**src/rtl/rgmii_tx_framer.sv**
```systemverilog
// rgmii_tx_framer: Ethernet TX framer feeding the RGMII SDR data/enable inputs.
// Define FCS_APPEND_EN to generate and append the CRC-32 FCS in hardware.
module rgmii_tx_framer #(
    parameter int PREAMBLE_LEN = 7,
    parameter int MIN_FRAME    = 60,
    parameter int IFG_BYTES    = 12
) (
    input  logic        ETH_REFCLK,
    input  logic        RESET,
    input  logic [7:0]  S_DATA,
    input  logic        S_VALID,
    input  logic        S_LAST,
    output logic        S_READY,
    output logic [7:0]  TX_DATA,
    output logic        TX_DV,
    output logic        TX_ER,
    output logic        BUSY,
    output logic [15:0] FRAME_COUNT,
    output logic [7:0]  ERR_COUNT
);
    typedef enum logic [2:0] {
        IDLE, PREAMBLE, SFD, DATA, PAD, FCS, DRAIN, IFG
    } state_t;

    localparam logic [7:0]  PRE_L = 8'(PREAMBLE_LEN);
    localparam logic [7:0]  IFG_L = 8'(IFG_BYTES);
    localparam logic [10:0] MIN_L = 11'(MIN_FRAME);
`ifdef FCS_APPEND_EN
    localparam bit FCS_ON = 1'b1;
`else
    localparam bit FCS_ON = 1'b0;
`endif

    // state names what TX_DATA shows this cycle; done marks the last byte on the wire
    state_t      state, nxt;
    logic [10:0] cnt, cnt_n, cnt_inc;
    logic [7:0]  cyc, cyc_n;
    logic        done, done_n;
    logic [7:0]  tx_n;
    logic        dv_n, er_n;
    logic        fc_inc, ec_inc;
    logic        start, take, tail;

`ifdef FCS_APPEND_EN
    logic [31:0] crc, crc_n, crc_sh;

    function automatic logic [31:0] crc_byte(input logic [31:0] c,
                                             input logic [7:0]  d);
        logic [31:0] r;
        r = c ^ {24'd0, d};
        for (int i = 0; i < 8; i++)
            r = r[0] ? ((r >> 1) ^ 32'hEDB88320) : (r >> 1);
        return r;
    endfunction

    assign crc_sh = ~crc >> {cyc[1:0], 3'b000};

    always_ff @(posedge ETH_REFCLK) begin
        if (RESET) crc <= '1;
        else       crc <= crc_n;
    end
`endif

    assign cnt_inc = (cnt == 11'h7FF) ? cnt : cnt + 11'd1;
    assign S_READY = (state == SFD) || (state == DRAIN) ||
                     (state == DATA && !done);

    always_comb begin
        nxt    = state;
        tx_n   = 8'h00;
        dv_n   = 1'b0;
        er_n   = 1'b0;
        cnt_n  = cnt;
        cyc_n  = cyc;
        done_n = done;
        fc_inc = 1'b0;
        ec_inc = 1'b0;
        start  = 1'b0;
        take   = 1'b0;
        tail   = 1'b0;
`ifdef FCS_APPEND_EN
        crc_n  = crc;
`endif
        unique case (state)
            IDLE: start = S_VALID;
            PREAMBLE: begin
                dv_n = 1'b1;
                if (cyc == PRE_L) begin
                    nxt  = SFD;
                    tx_n = 8'hD5;
                end else begin
                    tx_n  = 8'h55;
                    cyc_n = cyc + 8'd1;
                end
            end
            SFD: take = 1'b1;
            DATA: begin
                if (done) tail = 1'b1;
                else      take = 1'b1;
            end
            PAD: tail = 1'b1;
`ifdef FCS_APPEND_EN
            FCS: begin
                if (cyc == 8'd4) begin
                    nxt   = IFG;
                    cyc_n = 8'd1;
                end else begin
                    tx_n   = crc_sh[7:0];
                    dv_n   = 1'b1;
                    cyc_n  = cyc + 8'd1;
                    fc_inc = (cyc == 8'd3);
                end
            end
`endif
            DRAIN: begin
                if (S_VALID && S_LAST) begin
                    nxt   = IFG;
                    cyc_n = 8'd1;
                end
            end
            IFG: begin
                if (cyc == IFG_L) begin
                    if (S_VALID) start = 1'b1;
                    else         nxt   = IDLE;
                end else begin
                    cyc_n = cyc + 8'd1;
                end
            end
            default: nxt = IDLE;
        endcase

        if (start) begin
            nxt    = PREAMBLE;
            tx_n   = 8'h55;
            dv_n   = 1'b1;
            cyc_n  = 8'd1;
            cnt_n  = '0;
            done_n = 1'b0;
`ifdef FCS_APPEND_EN
            crc_n  = '1;
`endif
        end

        if (take) begin
            if (S_VALID) begin
                nxt    = DATA;
                tx_n   = S_DATA;
                dv_n   = 1'b1;
                cnt_n  = cnt_inc;
                done_n = S_LAST;
                fc_inc = !FCS_ON && S_LAST && (cnt_inc >= MIN_L);
`ifdef FCS_APPEND_EN
                crc_n  = crc_byte(crc, S_DATA);
`endif
            end else begin
                nxt    = DRAIN;
                dv_n   = 1'b1;
                er_n   = 1'b1;
                ec_inc = 1'b1;
            end
        end

        if (tail) begin
            if (cnt < MIN_L) begin
                nxt    = PAD;
                dv_n   = 1'b1;
                cnt_n  = cnt_inc;
                fc_inc = !FCS_ON && (cnt_inc == MIN_L);
`ifdef FCS_APPEND_EN
                crc_n  = crc_byte(crc, 8'h00);
`endif
            end else begin
`ifdef FCS_APPEND_EN
                nxt  = FCS;
                tx_n = ~crc[7:0];
                dv_n = 1'b1;
`else
                nxt  = IFG;
`endif
                cyc_n = 8'd1;
            end
        end
    end

    always_ff @(posedge ETH_REFCLK) begin
        if (RESET) begin
            state       <= IDLE;
            cnt         <= '0;
            cyc         <= '0;
            done        <= 1'b0;
            TX_DATA     <= 8'h00;
            TX_DV       <= 1'b0;
            TX_ER       <= 1'b0;
            BUSY        <= 1'b0;
            FRAME_COUNT <= '0;
            ERR_COUNT   <= '0;
        end else begin
            state   <= nxt;
            cnt     <= cnt_n;
            cyc     <= cyc_n;
            done    <= done_n;
            TX_DATA <= tx_n;
            TX_DV   <= dv_n;
            TX_ER   <= er_n;
            BUSY    <= (nxt != IDLE);
            if (fc_inc)
                FRAME_COUNT <= FRAME_COUNT + 16'd1;
            if (ec_inc && ERR_COUNT != 8'hFF)
                ERR_COUNT <= ERR_COUNT + 8'd1;
        end
    end

endmodule
```
**config.mk**
```make
export PLATFORM = sky130hd
export DESIGN_NAME = rgmii_tx_framer
export DESIGN_NICKNAME = d
export VERILOG_FILES = /design/src/rtl/rgmii_tx_framer.sv
export SDC_FILE = /design/constraint.sdc
export NUM_CORES = 1
export LEC_CHECK = 0
export CORE_MARGIN = 10
export CORE_UTILIZATION = 58
export DETAILED_ROUTE_END_ITERATION = 16
export GPL_TIMING_DRIVEN = 0
export PLACE_DENSITY = 0.85
export SLEW_MARGIN = 20
export SYNTH_ARGS = -nofsm -noshare
export SYNTH_HDL_FRONTEND = slang
export SYNTH_SLANG_ARGS = --single-unit
```
**constraint.sdc**
```tcl
create_clock -name ETH_REFCLK -period 6.5 [get_ports ETH_REFCLK]
set_clock_uncertainty 0.05 [all_clocks]
set_input_delay 0.65 -clock ETH_REFCLK [delete_from_list [all_inputs] [get_ports ETH_REFCLK]]
set_output_delay 0.65 -clock ETH_REFCLK [all_outputs]
set_load 0.005 [all_outputs]
```
* Word level (Yosys, flattened, before mapping) *
Index checks and enable logic that the tools add are counted.

word-level totals
  register bits = 58
  input bits = 12
  output and inout port bits = 36
  logic and storage cells = 86

cells by class
  add/subtract/negate cells = 4
  order comparisons = 2
  eq/ne operators = 11
  muxes and demuxes = 49
  reduce and logical (&&, ||, !) cells = 10

operators by type and width
  operator                                               number
  two-way mux 8 bit                                      11
  two-way mux 11 bit                                     6
  two-way mux 3 bit                                      8
  case mux 8 bit (3 select lines)                        1
  two-way mux 1 bit                                      18
  adder 16 x 1 -> 16 bit (second input constant)         1
  adder 8 x 1 -> 8 bit (second input constant)           2
  case mux 3 bit (4 select lines)                        1
  adder 11 x 1 -> 11 bit (second input constant)         1
  equality test 11 bit (second input constant)           1
  equality test 11 x 6 -> 1 bit (second input constant)  1
  >= comparator 11 x 6 -> 1 bit (second input constant)  1
  < comparator 11 x 6 -> 1 bit (second input constant)   1
  equality test 3 bit (second input constant)            3
  equality test 8 x 3 -> 1 bit (second input constant)   1
  equality test 8 x 4 -> 1 bit (second input constant)   1
  inequality test 8 bit (second input constant)          1
  equality test 3 x 2 -> 1 bit (second input constant)   2
  case mux 1 bit (2 select lines)                        3
  logical AND 1 bit                                      4
  OR reduction 4 bit                                     1
  equality test 3 x 1 -> 1 bit (second input constant)   1
  logical NOT 3 bit                                      1
  nonzero test 3 bit                                     1
  3 further kinds                                        4

* Logic depth before layout (Yosys ltp) *
  depth after elaboration = 8
  depth in mapped cells = 11
  depth with buffers taken out = 8

* Worst setup path after synthesis *
No wires, ideal clock.

  kind = register to register
  from = reg cnt[0]
  to = reg FRAME_COUNT[14]
  setup time = 132 ps
  arrival time = 2,283 ps
  required time = 6,318 ps
  setup slack = 4,035 ps
  cell stages (with the launch flop) = 12
  path buffers = 4
  clock period less this slack = 2,465 ps
  cells stage by stage = dfxtp_1 > ha_1 > buf_2 > nand4_2 > or3_1 > buf_6 > a21oi_4 > a311oi_2 > buf_4 > buf_2 > o41ai_1 > a21oi_1

on the way
  longest elaborated chain between the ends = 8
  elaborated cells on any way between the ends = 11
  those cells by class = add/sub: 1; order compare: 2; eq/ne: 2; mux: 5; reduce/logical: 1

RTL lines
  element                                                         line  source
  start, declared                                                 36    logic [10:0] cnt, cnt_n, cnt_inc;
  start signal, assigned                                          199   cnt <= cnt_n;
  adder 11 x 1 -> 11 bit or equality test 11 bit (tied branches)  64    assign cnt_inc = (cnt == 11'h7FF) ? cnt : cnt + 11'd1;
  two-way mux 11 bit                                              64
  >= comparator 11 x 6 -> 1 bit                                   151   fc_inc = !FCS_ON && S_LAST && (cnt_inc >= MIN_L);
  logical AND 1 bit                                               151
  two-way mux 1 bit                                               145   if (S_VALID) begin
  two-way mux 1 bit                                               144   if (take) begin
  two-way mux 1 bit                                               164   if (cnt < MIN_L) begin
  two-way mux 1 bit *                                             163   if (tail) begin
  end signal, assigned                                            207   FRAME_COUNT <= FRAME_COUNT + 16'd1;
  end, declared                                                   18    output logic [15:0] FRAME_COUNT,

Every way passes the cells marked *; elsewhere a longest branch is shown, timed or not.
A chain may end at the register's enable or synchronous reset.

* Worst setup path after layout *
  from = reg state[0]
  to = out S_READY

on the way
  longest elaborated chain between the ends = 3
  elaborated cells on any way between the ends = 6
  those cells by class = eq/ne: 3; reduce/logical: 3

RTL lines
  element                                                line    source
  start, declared                                        35      state_t state, nxt;
  start signal, assigned                                 198     state <= nxt;
  equality test 3 x 2 -> 1 bit (tied with other cells)   65      assign S_READY = (state == SFD) || (state == DRAIN) ||
  logical OR 1 bit or logical AND 1 bit (tied branches)  65, 66
  logical OR 1 bit *                                     65
  end, declared                                          13      output logic S_READY,

Marks and branches as above.

==> summary.txt <==
Clock Tree Buf Depth - 2
Synth Area in XOR/XNOR - 2.72%
H-tree depth - 3
Switching share of power - 22.2%
Clock Sinks - 58
Status - finished clean
Worst IR drop on VDD - 0.156 mV
Syn Area/Cell - 8.15 µm²
Compound-Gate Fraction of Synth Area - 23.0%
Internal - 608 µW
Total global-route track usage - 19.7%
Power Density - 196 mW/mm²
Via density - 6.22
Clock power share - 47.1%
Detailed Route WL - 8.67 mm
Setup crit start kind - flop
Tmin final - 2.86 ns
Synthesized cell area - 0.00322 mm²
Routed wire per std cell - 16.4 µm
Post-synthesis register bit count - 58
Die footprint - 0.00893 mm²
CTS tree - yes
PortBufs - 46
Max-slew violations - 0
CTS Buf Count - 9
Cells after DPL - 513
Initial antenna violation count - 0
Post-synthesis mux area share - 1.67%
Share of cells above drive strength 1 - 7.88%
Clock Latency Late Sink - 0.33 ns
Post-DP HPWL - 6.18 mm
Least-Margin Pin Slew - 0.573 ns
Cell count after synthesis - 395
Worst rel slew slack - 61.8%
Post-synth EDFFs - 0
Sw power - 173 µW
Die width - 94.5 µm
Synth Area in Adders - 1.94%
RSZ-0062 raised after global routing - no
# DRC - 0
Starting Density - 59.2%
Routability cong. - 0.930
Worst path arrival time - 2.16 ns
Sequential-to-total area share from yosys stat - 36.1%
Post-route ant nets - 0
Fin nets - 469
Worst min path class - reg -> reg
Combinational share of power - 6.3%
Diodes inserted - 0
Die Span Y - 94.5 µm
Post-synth net total - 412
Sequential share of power - 46.6%
First-pass GRT wire length - 14.5 mm
1st-pass router iterations - 5
Number of global-route vias before repair - 3027
Via count - 3292
Final hold vios - 0
Iteration-0 DRC Markers - 264
WP data required - 5.80 ns
Main flop type after synthesis - dfxtp_1
Post-CTS sizing - 0
Post-route non-filler standard cell count - 529
Yosys warning count - 0
Crit end category - output pin
Leakage power - 1.35 nW
Largest net degree at the start of global routing - 11
Cell Rows - 27
Post-CTS Setup Inserts - 0
Setup CP Type - reg -> out
Asr flop ratio synth - 0%
CTS clk-pin slew, worst paths - 0.06 ns
Hold_sp - FRAME_COUNT[15]
Area fraction in and, or, nand and nor cells after synthesis - 29.1%
Top Ports - 48
Setup TNS - 0 ns
Core area - 0.00544 mm²
Commonest non-fill, non-tap cells in the layout - dfxtp_1, clkdlybuf4s50_1, nor2_1
Largest family of logic cells by synthesized area - simple AND/OR/NAND/NOR gates
Yosys cell types - 63
Commonest non-fill, non-tap cell in the layout - dfxtp_1
Hold_buf cts - 0
Tcrit/Tclk final - 44.0%
Worst setup startpoint - state[0]
GR Overflow Total - 0
Maximum fanout along the worst path - 10
Fmax achieved - 0.349 GHz
CTS Root Cell - clkbuf_8
Max cap viols - 0
Synthesis-to-finish area growth - 23.9%
RR Startpoint - cnt[0]
Final setup viols - 0
-- through the flow --
stage / worst slack [ns] / total power, mW / instance area (µm²) / hold slack [ns] / utilization [%]
global route: 3.46 / 0.806 / 3990 / 0.476 / 73.4
CTS: 3.65 / 0.785 / 3990 / 0.443 / 73.4
finish: 3.64 / 0.781 / 3990 / 0.444 / 73.4
global placement: 3.79 / 0.419 / 3770 / 0.424 / 69.3
floorplan: 4.04 / 0.397 / 3220 / 0.418 / -
detailed placement: 3.75 / 0.420 / 3770 / 0.433 / 69.3
-- logic make-up after synthesis --
family          after synthesis
fa+ha+maj                     5
compound gates              110
xor+xnor                     10
flops                        58
mux                           5
simple gates                169
buf+inv                      38
-- final timing paths --
kind | slack (ns) | depth (start not counted) | to
worst max-delay path | 3.64 | 5 | S_READY
worst min-delay path | 0.44 | 2 | FRAME_COUNT[15]
worst max register to register | 3.71 | 11 | FRAME_COUNT[14]
worst min register to register | 0.44 | 2 | FRAME_COUNT[15]
-- critical path, stage by stage (launching register included) --
cell and delay (ns):
dfxtp_1 0.37, clkbuf_1 0.33, clkbuf_1 0.38, o21ai_0 0.14, and2_1 0.18, clkdlybuf4s50_1 0.44
-- cell usage after synthesis, drive strengths merged (9+ instances only) --
master | instances | area [µm²]
dfxtp | 58 | 1160
a21oi | 37 | 196
nor2 | 37 | 139
nand2 | 29 | 109
nand3 | 27 | 140
o21ai | 19 | 95.1
buf | 14 | 86.3
clkbuf | 14 | 52.6
nand4 | 11 | 75.1
inv | 10 | 37.5
o31ai | 9 | 67.6
-- state kept, by name, indices dropped and copies added, names as in the netlist --
name	flops
TX_DATA	8
TX_DV	1
done	1
state	3
FRAME_COUNT	16
cyc	8
cnt	11
BUSY	1
ERR_COUNT	8
TX_ER	1
-- routing by layer --
layer / vias up / global-route usage [%] / wire (µm)
met3: 14 / 3.57 / 454
met2: 100 / 32.7 / 4200
met1: 1574 / 24.8 / 3890
li1: 1604 / - / -
met4: 0 / 7.23 / 125
met5: - / 0 / 0
-- power by group through the flow --
stage | Sequential, mW | Clock [mW] | Combinational, mW
global route | 0.364 | 0.387 | 0.0544
floorplan | 0.371 | 0 | 0.0258
detailed placement | 0.372 | 0 | 0.0482
global placement | 0.372 | 0 | 0.0478
CTS | 0.364 | 0.373 | 0.0486
finish | 0.364 | 0.368 | 0.0491
-- area by class of cell --
cell class                 instances  area [µm²]
multi-input combinational        299        1880
fill                             448        1450
sequential                        58        1160
timing repair buffer              46         460
clock buffer                      11         141
buffer                            28         139
tap                               72        90.1
clock inverter                     5        77.6
inverter                          10        37.5
(Power assumes the default switching activity.)
